<file path="src/rtl/cdc_hazard_sequencer_if.sv">
// rtl/cdc_hazard_sequencer_if.sv - run-control and result bundle for the hazard sequencer
interface cdc_hazard_sequencer_if #(
  parameter int CNTW = 32,
  parameter int NPW  = 16,
  parameter int GAPW = 8
);
  logic            start;
  logic            abort;
  logic [NPW-1:0]  num_pulses;
  logic [GAPW-1:0] gap;
  logic [CNTW-1:0] gcount_in;
  logic [CNTW-1:0] ncount_in;
  logic            fire;
  logic            busy;
  logic            res_valid;
  logic            res_ready;
  logic [CNTW-1:0] gdelta;
  logic [CNTW-1:0] ndelta;
  logic [NPW-1:0]  pulses_sent;

  modport master (
    output start, abort, num_pulses, gap, gcount_in, ncount_in, res_ready,
    input  fire, busy, res_valid, gdelta, ndelta, pulses_sent
  );

  modport slave (
    input  start, abort, num_pulses, gap, gcount_in, ncount_in, res_ready,
    output fire, busy, res_valid, gdelta, ndelta, pulses_sent
  );
endinterface

</file>
<file path="src/rtl/cdc_hazard_sequencer.sv">
// rtl/cdc_hazard_sequencer.sv - fire-burst run controller returning per-run hazard counter deltas
module cdc_hazard_sequencer #(
  parameter int CNTW       = 32,
  parameter int NPW        = 16,
  parameter int GAPW       = 8,
  parameter int SETTLE_CYC = 8
) (
  input  logic                   clk,
  input  logic                   resetn,
  cdc_hazard_sequencer_if.slave  bus
);

  localparam int CW = (GAPW > 8) ? GAPW : 8;

  typedef enum logic [2:0] {
    S_IDLE, S_FIRE, S_GAP, S_SETTLE, S_CAPTURE, S_DONE
  } state_t;

  state_t          state, nxt;
  logic [NPW-1:0]  num_q, sent_q;
  logic [GAPW-1:0] gap_q;
  logic [CNTW-1:0] gsnap, nsnap, gdelta_q, ndelta_q;
  logic [CW-1:0]   cnt;
  logic            fire_q;
  logic            last_pulse, gap_end, settle_end;

  assign last_pulse = (sent_q + NPW'(1)) == num_q;
  assign gap_end    = cnt == (CW'(gap_q) - CW'(1));
  assign settle_end = cnt == CW'(SETTLE_CYC - 1);

  always_ff @(posedge clk or negedge resetn) begin
    if (!resetn) begin
      state  <= S_IDLE;
      fire_q <= 1'b0;
      cnt    <= '0;
    end else begin
      state  <= nxt;
      // fire mirrors the FIRE state but comes straight off a flop
      fire_q <= (nxt == S_FIRE);
      cnt    <= (nxt != state) ? '0 : cnt + CW'(1);
    end
  end

  always_comb begin
    nxt = state;
    case (state)
      S_IDLE:    if (bus.start) nxt = (bus.num_pulses != '0) ? S_FIRE : S_SETTLE;
      S_FIRE: begin
        if (bus.abort || last_pulse) nxt = S_SETTLE;
        else if (gap_q != '0)        nxt = S_GAP;
        else                         nxt = S_FIRE;
      end
      S_GAP: begin
        if (bus.abort)    nxt = S_SETTLE;
        else if (gap_end) nxt = S_FIRE;
      end
      S_SETTLE:  if (settle_end) nxt = S_CAPTURE;
      S_CAPTURE: nxt = S_DONE;
      S_DONE:    if (bus.res_ready) nxt = S_IDLE;
      default:   nxt = S_IDLE;
    endcase
  end

  always_ff @(posedge clk or negedge resetn) begin
    if (!resetn) begin
      num_q    <= '0;
      gap_q    <= '0;
      sent_q   <= '0;
      gsnap    <= '0;
      nsnap    <= '0;
      gdelta_q <= '0;
      ndelta_q <= '0;
    end else begin
      if (state == S_IDLE && bus.start) begin
        num_q  <= bus.num_pulses;
        gap_q  <= bus.gap;
        gsnap  <= bus.gcount_in;
        nsnap  <= bus.ncount_in;
        sent_q <= '0;
      end
      if (state == S_FIRE) sent_q <= sent_q + NPW'(1);
      // modular subtraction absorbs counter wrap between the two samples
      if (state == S_CAPTURE) begin
        gdelta_q <= bus.gcount_in - gsnap;
        ndelta_q <= bus.ncount_in - nsnap;
      end
    end
  end

  always_comb begin
    bus.fire        = fire_q;
    bus.busy        = (state != S_IDLE);
    bus.res_valid   = (state == S_DONE);
    bus.gdelta      = gdelta_q;
    bus.ndelta      = ndelta_q;
    bus.pulses_sent = sent_q;
  end

endmodule
</file>
<file path="src/flat_wrapper.sv">
// flat-port wrapper written by rule: the top's interface ports become plain ports
module cdc_hazard_sequencer_flat 
#(
  parameter int CNTW       = 32,
  parameter int NPW        = 16,
  parameter int GAPW       = 8,
  parameter int SETTLE_CYC = 8
)
  (clk, resetn, bus_start, bus_abort, bus_num_pulses, bus_gap, bus_gcount_in, bus_ncount_in, bus_res_ready, bus_fire, bus_busy, bus_res_valid, bus_gdelta, bus_ndelta, bus_pulses_sent);
  cdc_hazard_sequencer_if #(.CNTW(CNTW), .NPW(NPW), .GAPW(GAPW)) bus_i ();
  input  logic clk;
  input  logic resetn;
  input wire logic [$bits(bus_i.start)-1:0] bus_start;
  input wire logic [$bits(bus_i.abort)-1:0] bus_abort;
  input wire logic [$bits(bus_i.num_pulses)-1:0] bus_num_pulses;
  input wire logic [$bits(bus_i.gap)-1:0] bus_gap;
  input wire logic [$bits(bus_i.gcount_in)-1:0] bus_gcount_in;
  input wire logic [$bits(bus_i.ncount_in)-1:0] bus_ncount_in;
  input wire logic [$bits(bus_i.res_ready)-1:0] bus_res_ready;
  output wire logic [$bits(bus_i.fire)-1:0] bus_fire;
  output wire logic [$bits(bus_i.busy)-1:0] bus_busy;
  output wire logic [$bits(bus_i.res_valid)-1:0] bus_res_valid;
  output wire logic [$bits(bus_i.gdelta)-1:0] bus_gdelta;
  output wire logic [$bits(bus_i.ndelta)-1:0] bus_ndelta;
  output wire logic [$bits(bus_i.pulses_sent)-1:0] bus_pulses_sent;
  assign bus_i.start = bus_start;
  assign bus_i.abort = bus_abort;
  assign bus_i.num_pulses = bus_num_pulses;
  assign bus_i.gap = bus_gap;
  assign bus_i.gcount_in = bus_gcount_in;
  assign bus_i.ncount_in = bus_ncount_in;
  assign bus_i.res_ready = bus_res_ready;
  assign bus_fire = bus_i.fire;
  assign bus_busy = bus_i.busy;
  assign bus_res_valid = bus_i.res_valid;
  assign bus_gdelta = bus_i.gdelta;
  assign bus_ndelta = bus_i.ndelta;
  assign bus_pulses_sent = bus_i.pulses_sent;
  cdc_hazard_sequencer #(.CNTW(CNTW), .NPW(NPW), .GAPW(GAPW), .SETTLE_CYC(SETTLE_CYC)) u_core (.clk(clk), .resetn(resetn), .bus(bus_i));
endmodule
</file>
<file path="config.mk">
export PLATFORM = sky130hd
export DESIGN_NAME = cdc_hazard_sequencer_flat
export DESIGN_NICKNAME = d
export VERILOG_FILES = /design/src/rtl/cdc_hazard_sequencer_if.sv /design/src/rtl/cdc_hazard_sequencer.sv /design/src/flat_wrapper.sv
export SDC_FILE = /design/constraint.sdc
export NUM_CORES = 1
export LEC_CHECK = 0
export BUFFER_PORTS_ARGS = -buffer_cell sky130_fd_sc_hd__clkbuf_2
export CAP_MARGIN = 0
export CELL_PAD_IN_SITES_DETAIL_PLACEMENT = 1
export CELL_PAD_IN_SITES_GLOBAL_PLACEMENT = 1
export CORE_MARGIN = 3
export CORE_UTILIZATION = 47
export DETAILED_ROUTE_END_ITERATION = 10
export PLACE_DENSITY_LB_ADDON = 0.1
export SETUP_SLACK_MARGIN = 0.5
export SLEW_MARGIN = 20
export SYNTH_ARGS = -nofsm -noshare
export SYNTH_HDL_FRONTEND = slang
export SYNTH_SLANG_ARGS = --single-unit
</file>
<file path="constraint.sdc">
create_clock -name clk -period 5.72 [get_ports clk]
set_input_delay 0.572 -clock clk [delete_from_list [all_inputs] [get_ports clk]]
set_output_delay 0.572 -clock clk [all_outputs]
set_load 0.1 [all_outputs]
</file>
Word level (Yosys, flattened, before mapping):

Index checks and enable logic that the tools add are counted.

* add/sub/neg operators: 5
* eq/ne operators: 10
* multiplexer cells: 12
* reductions and logical operators: 7

Operators by type and width (number)
* subtractor 32 bit: 2
* two-way mux 16 bit: 2
* two-way mux 3 bit: 6
* case mux 3 bit (6 select lines): 1
* adder 16 x 1 -> 16 bit (second input constant): 1
* == test 16 bit: 1
* nonzero test 16 bit: 1
* adder 8 x 1 -> 8 bit (second input constant): 1
* == test 8 x 3 -> 1 bit (second input constant): 1
* == test 8 bit: 1
* two-way mux 8 bit: 1
* nonzero test 8 bit: 1
* subtractor 8 x 1 -> 8 bit (second input constant): 1
* == test 3 x 1 -> 1 bit (second input constant): 2
* == test 3 x 2 -> 1 bit (second input constant): 2
* == test 3 bit (second input constant): 2
* two-way mux 2 bit: 2
* logical NOT 3 bit: 1
* != test 3 bit: 1
* nonzero test 3 bit: 1
* nonzero test 2 bit: 1
* logical AND 1 bit: 1
* logical OR 1 bit: 1

* register bits: 180
* output and inout port bits: 83
* word-level logic and storage cells: 44

Depth between registers and ports, before layout:

* depth after elaboration: 7
* gate-level depth with buffers: 13

Least setup slack after synthesis:

OpenSTA, ideal clock, no wires.

* kind: reg2reg
* from: register u_core.sent_q[0] (netlist: u_core.bus.pulses_sent[0])
* to: register u_core.cnt[2]
* arrival time: 3258 ps
* required time: 5651 ps
* setup slack: 2393 ps
* cell stages (with the launch flop): 12
* buffers on the path: 0
* period minus slack after synthesis: 3327 ps
* cells stage by stage: dfrtp_1 -> ha_1 -> nand4_2 -> or4_4 -> xnor2_1 -> nor4_1 -> a41oi_2 -> a21o_1 -> nand3b_1 -> a21o_1 -> nand2_4 -> nor2_2

* word-level cells in the longest chain between the ends: 7

Ends and longest elaborated chain
* start, declared: line cdc_hazard_sequencer.sv:20 `logic [NPW-1:0] num_q, sent_q;`
* start signal, assigned: line cdc_hazard_sequencer.sv:81 `if (state == S_FIRE) sent_q <= sent_q + NPW'(1);`
* adder 16 x 1 -> 16 bit: line cdc_hazard_sequencer.sv:27 `assign last_pulse = (sent_q + NPW'(1)) == num_q;`
* == test 16 bit: line cdc_hazard_sequencer.sv:27
* logical OR 1 bit: line cdc_hazard_sequencer.sv:49 `if (bus.abort || last_pulse) nxt = S_SETTLE;`
* two-way mux 3 bit: line cdc_hazard_sequencer.sv:49
* case mux 3 bit (6 select lines): line cdc_hazard_sequencer.sv:46 `case (state)`
* named net u_core.nxt[0]: line cdc_hazard_sequencer.sv:19 `state_t state, nxt;`
* != test 3 bit: line cdc_hazard_sequencer.sv:40 `cnt <= (nxt != state) ? '0 : cnt + CW'(1);`
* two-way mux 8 bit: line cdc_hazard_sequencer.sv:40
* end signal, assigned: line cdc_hazard_sequencer.sv:40
* end, declared: line cdc_hazard_sequencer.sv:23 `logic [CW-1:0] cnt;`

The timed path passes the listed nets, and every way through them passes these cells.
A chain may end at the register's enable or synchronous reset.

Final worst setup path:

* from: register u_core.sent_q[0] (netlist: u_core.bus.pulses_sent[0])
* to: register u_core.cnt[5]

Same word-level chain as after synthesis.

==> results.py <==
metrics = {
    "status": {
        "status": "complete, no violations",
    },
    "worst_hold_path": {
        "holdCritPathClass": "primary input to asynchronous set/reset pin",
    },
    "setup_path": {
        "startpoint_type": "flop",
        "crit_arrival_ns": 3.53,
        "critPathKind": "flop to flop",
        "critPathBufInv": 0,
        "r2r-start": "u_core.bus.pulses_sent[0]",
        "path_max_fanout": 8,
        "critical_path.endpoint_type": "flop",
        "crit_family": "simple AND/OR/NAND/NOR gates",
        "cp_common_cell": "a21o_1",
        "timing.rr.end": "u_core.cnt[5]",
        "crit_required_ns": 6.08,
        "r2r_slack_ns": 2.54,
        "crit_slowest_cell": "or3_2",
        "critical_path.max_stage_delay_ns": 0.54,
        "crit_chain": "ha_1 > nand4_2 > or3_2 > xnor2_1 > nor4_1 > a41oi_2 > a21o_1 > nand3b_1 > a21o_1 > nand2_4 > nor2_2",
        "reg2regPathDepth": 11,
    },
    "synth": {
        "ys.flop_type": "dfrtp_1",
        "seq_area_frac_synth_pct": 41.72,
        "synth-seq-cells": 180,
        "yosysWarnings": 0,
        "synth_cell_types": 74,
        "synth_edf_count": 0,
        "synth.avg_cell_area_um2": 9.165,
        "async_flop_share_pct": 100.0,
        "synth_fp_nets": 1339,
        "synthCells": 1178,
        "synth_area_mm2": 0.01080,
    },
    "clocking": {
        "cts_resized": 0,
        "post-cts-setup-buffers": 0,
        "clock_latency_ns": 0.43,
        "root_buffer": "clkbuf_16",
        "postCtsHoldBufs": 0,
        "cts.reportedPaths.clkPinSlew_ns": 0.07,
        "h-tree-depth": 4,
        "clock_tree.buffer_depth": 2,
        "numCtsBuffers": 17,
        "cts_tree": "built",
        "cts_sinks": 180,
    },
    "die": {
        "die-area_mm2": 0.02483,
        "rows": 54,
        "ios": 176,
        "start_util_pct": 48.57,
        "core_area_mm2": 0.02223,
        "fp.dieH_um": 157.6,
        "die_x_um": 157.6,
    },
    "drt": {
        "wirelength_um": 28900,
        "drc": 0,
        "via_count": 9009,
        "vias_per_cell": 5.541,
        "drt-pass1-iter-count": 5,
        "drt-initial-drc-count": 428,
        "drtAntennaViolNets": 0,
        "avgRoutedWirePerCell_um": 17.77,
    },
    "finish": {
        "syn_to_final_growth_pct": 15.90,
        "final_nets": 1494,
        "antenna_cells": 0,
        "layout_common_cells": "dfrtp_1 (180), nand2_1 (175), clkbuf_2 (174)",
        "stdcell_area_mm2": 0.01251,
        "drive_above_1_share_pct": 19.91,
        "layout_commonest_cell": "dfrtp_1",
    },
    "global_route": {
        "grt_start_max_net_pins": 80,
        "grt.total_usage_pct": 23.93,
        "grt-ovfl-total": 0,
        "grt_pass1_wl_um": 48050,
        "grt_pass1_vias": 9373,
        "grt_antenna_before_repair": 0,
    },
    "pwr": {
        "peakVddDrop_mv": 0.2279,
        "leakage_nw": 6.040,
        "powerDensity_mw_per_mm2": 549.9,
    },
    "timing": {
        "worst_pin_slew_ns": 0.9700,
        "drv_slew": 0,
        "timing.final.crit_share_pct": 55.55,
        "setup_viol": 0,
        "max_freq_mhz": 314.7,
        "hold_viol_final": 0,
        "holdWs_ns": 0.1305,
        "fin_crit_ns": 3.177,
        "slew_headroom_pct": 35.10,
        "rsz0062_at_grt": "false",
        "final.setup.tns_ns": 0,
        "skew_ns": 0.01545,
    },
    "run": {
        "drv_cap": 0,
    },
    "placed_design": {
        "portBuffers": 175,
        "placed_area_mm2": 0.01191,
        "dp_hpwl_um": 21450,
        "place_congestion": 0.8654,
    },
}
==> power by group <==
| group | total, mW | switching [mW] | internal [mW] | leakage (nW) |
|---|---|---|---|---|
| combinational | 3.71 | 2.36 | 1.35 | 3.65 |
| sequential | 1.96 | 0.271 | 1.69 | 2.10 |
| clock | 1.21 | 0.506 | 0.704 | 0.290 |
==> sequential cells by signal, indices dropped and copies added (netlist names) <==
register and flops:
u_core.state 3, u_core.bus.pulses_sent 16, u_core.bus.gdelta 32, u_core.bus.ndelta 32, u_core.nsnap 32, u_core.gsnap 32, u_core.cnt 8, u_core.gap_q 8
u_core.num_q 16, u_core.bus.fire 1
==> kinds of logic after synthesis <==
family	count (synthesis)	share of synthesized area [%]
DFF	180	41.72
xor gates and xnor gates	95	8.217
muxes	30	3.094
AOI/OAI and AO/OA	320	17.97
adders and majority gates	68	8.019
and+or+nand+nor	366	16.76
buffers and inverters	119	4.218
==> worst max path at each step <==
| stage | from | cells after the start | endpoint |
|---|---|---|---|
| floorplan | u_core.bus.pulses_sent[0] | 11 | u_core.cnt[2] |
| global placement | bus_ncount_in[6] | 12 | u_core.bus.ndelta[29] |
| detailed placement | bus_ncount_in[0] | 14 | u_core.bus.ndelta[30] |
| CTS | u_core.bus.pulses_sent[0] | 11 | u_core.cnt[5] |
| global route | u_core.nsnap[6] | 12 | u_core.bus.ndelta[29] |
| finish | u_core.bus.pulses_sent[0] | 11 | u_core.cnt[5] |
==> routing by layer <==
layer / routed length (um) / share of wire [%] / GRT usage (%) / vias to the layer above
met5: 0 / 0 / 0 / -
met4: 282 / 0.98 / 4.793 / 0
met3: 929 / 3.2 / 3.877 / 18
met2: 14140 / 49 / 41.15 / 163
met1: 13550 / 47 / 32.19 / 4418
li1: - / - / - / 4410
==> cell type report <==
class | count | area (um^2)
fill | 2629 | 9716
multi-input combinational | 879 | 5852
sequential | 180 | 4504
timing repair buffer | 181 | 929.6
clock buffer | 25 | 505.5
tap | 280 | 350.3
inverter | 74 | 277.8
clock inverter | 7 | 93.84
==> cells in the mapped netlist (5+ instances only) <==
| cell | n | share of area, % |
|---|---|---|
| a211o_1 | 9 | 0.73 |
| a21o_1 | 27 | 1.9 |
| a21oi_1 | 43 | 2.0 |
| a31oi_1 | 6 | 0.35 |
| and2_1 | 5 | 0.29 |
| and3_1 | 12 | 0.70 |
| clkbuf_1 | 36 | 1.3 |
| dfrtp_1 | 180 | 42 |
| ha_1 | 66 | 7.6 |
| inv_1 | 74 | 2.6 |
| mux2_2 | 27 | 2.8 |
| nand2_1 | 176 | 6.1 |
| nand2b_1 | 18 | 1.0 |
| nand3_1 | 18 | 0.83 |
| nand3b_1 | 5 | 0.35 |
| nand4_1 | 7 | 0.41 |
| nor2_1 | 43 | 1.5 |
| nor2_2 | 7 | 0.41 |
| nor2b_1 | 13 | 0.75 |
| nor3_1 | 19 | 0.88 |
| nor3b_1 | 6 | 0.42 |
| nor4_1 | 9 | 0.52 |
| o211ai_1 | 7 | 0.49 |
| o21a_1 | 13 | 0.90 |
| o21ai_0 | 161 | 7.5 |
| o22ai_1 | 5 | 0.29 |
| o31ai_1 | 8 | 0.56 |
| or3_1 | 7 | 0.41 |
| xnor2_1 | 51 | 4.1 |
| xor2_1 | 40 | 3.2 |
==> through the flow <==
stage | worst slack (ns) | std cells | power (mW) | utilization (%)
6_report | 2.543 | 1626 | 6.881 | 56.29
3_3_place_gp | 2.323 | 1594 | 5.535 | 53.60
2_1_floorplan | 2.393 | 1178 | 4.849 | -
4_1_cts | 2.552 | 1626 | 6.934 | 56.29
5_1_grt | 2.267 | 1626 | 7.411 | 56.29
3_5_place_dp | 2.281 | 1594 | 5.657 | 53.60
(Power assumes the default switching activity.)
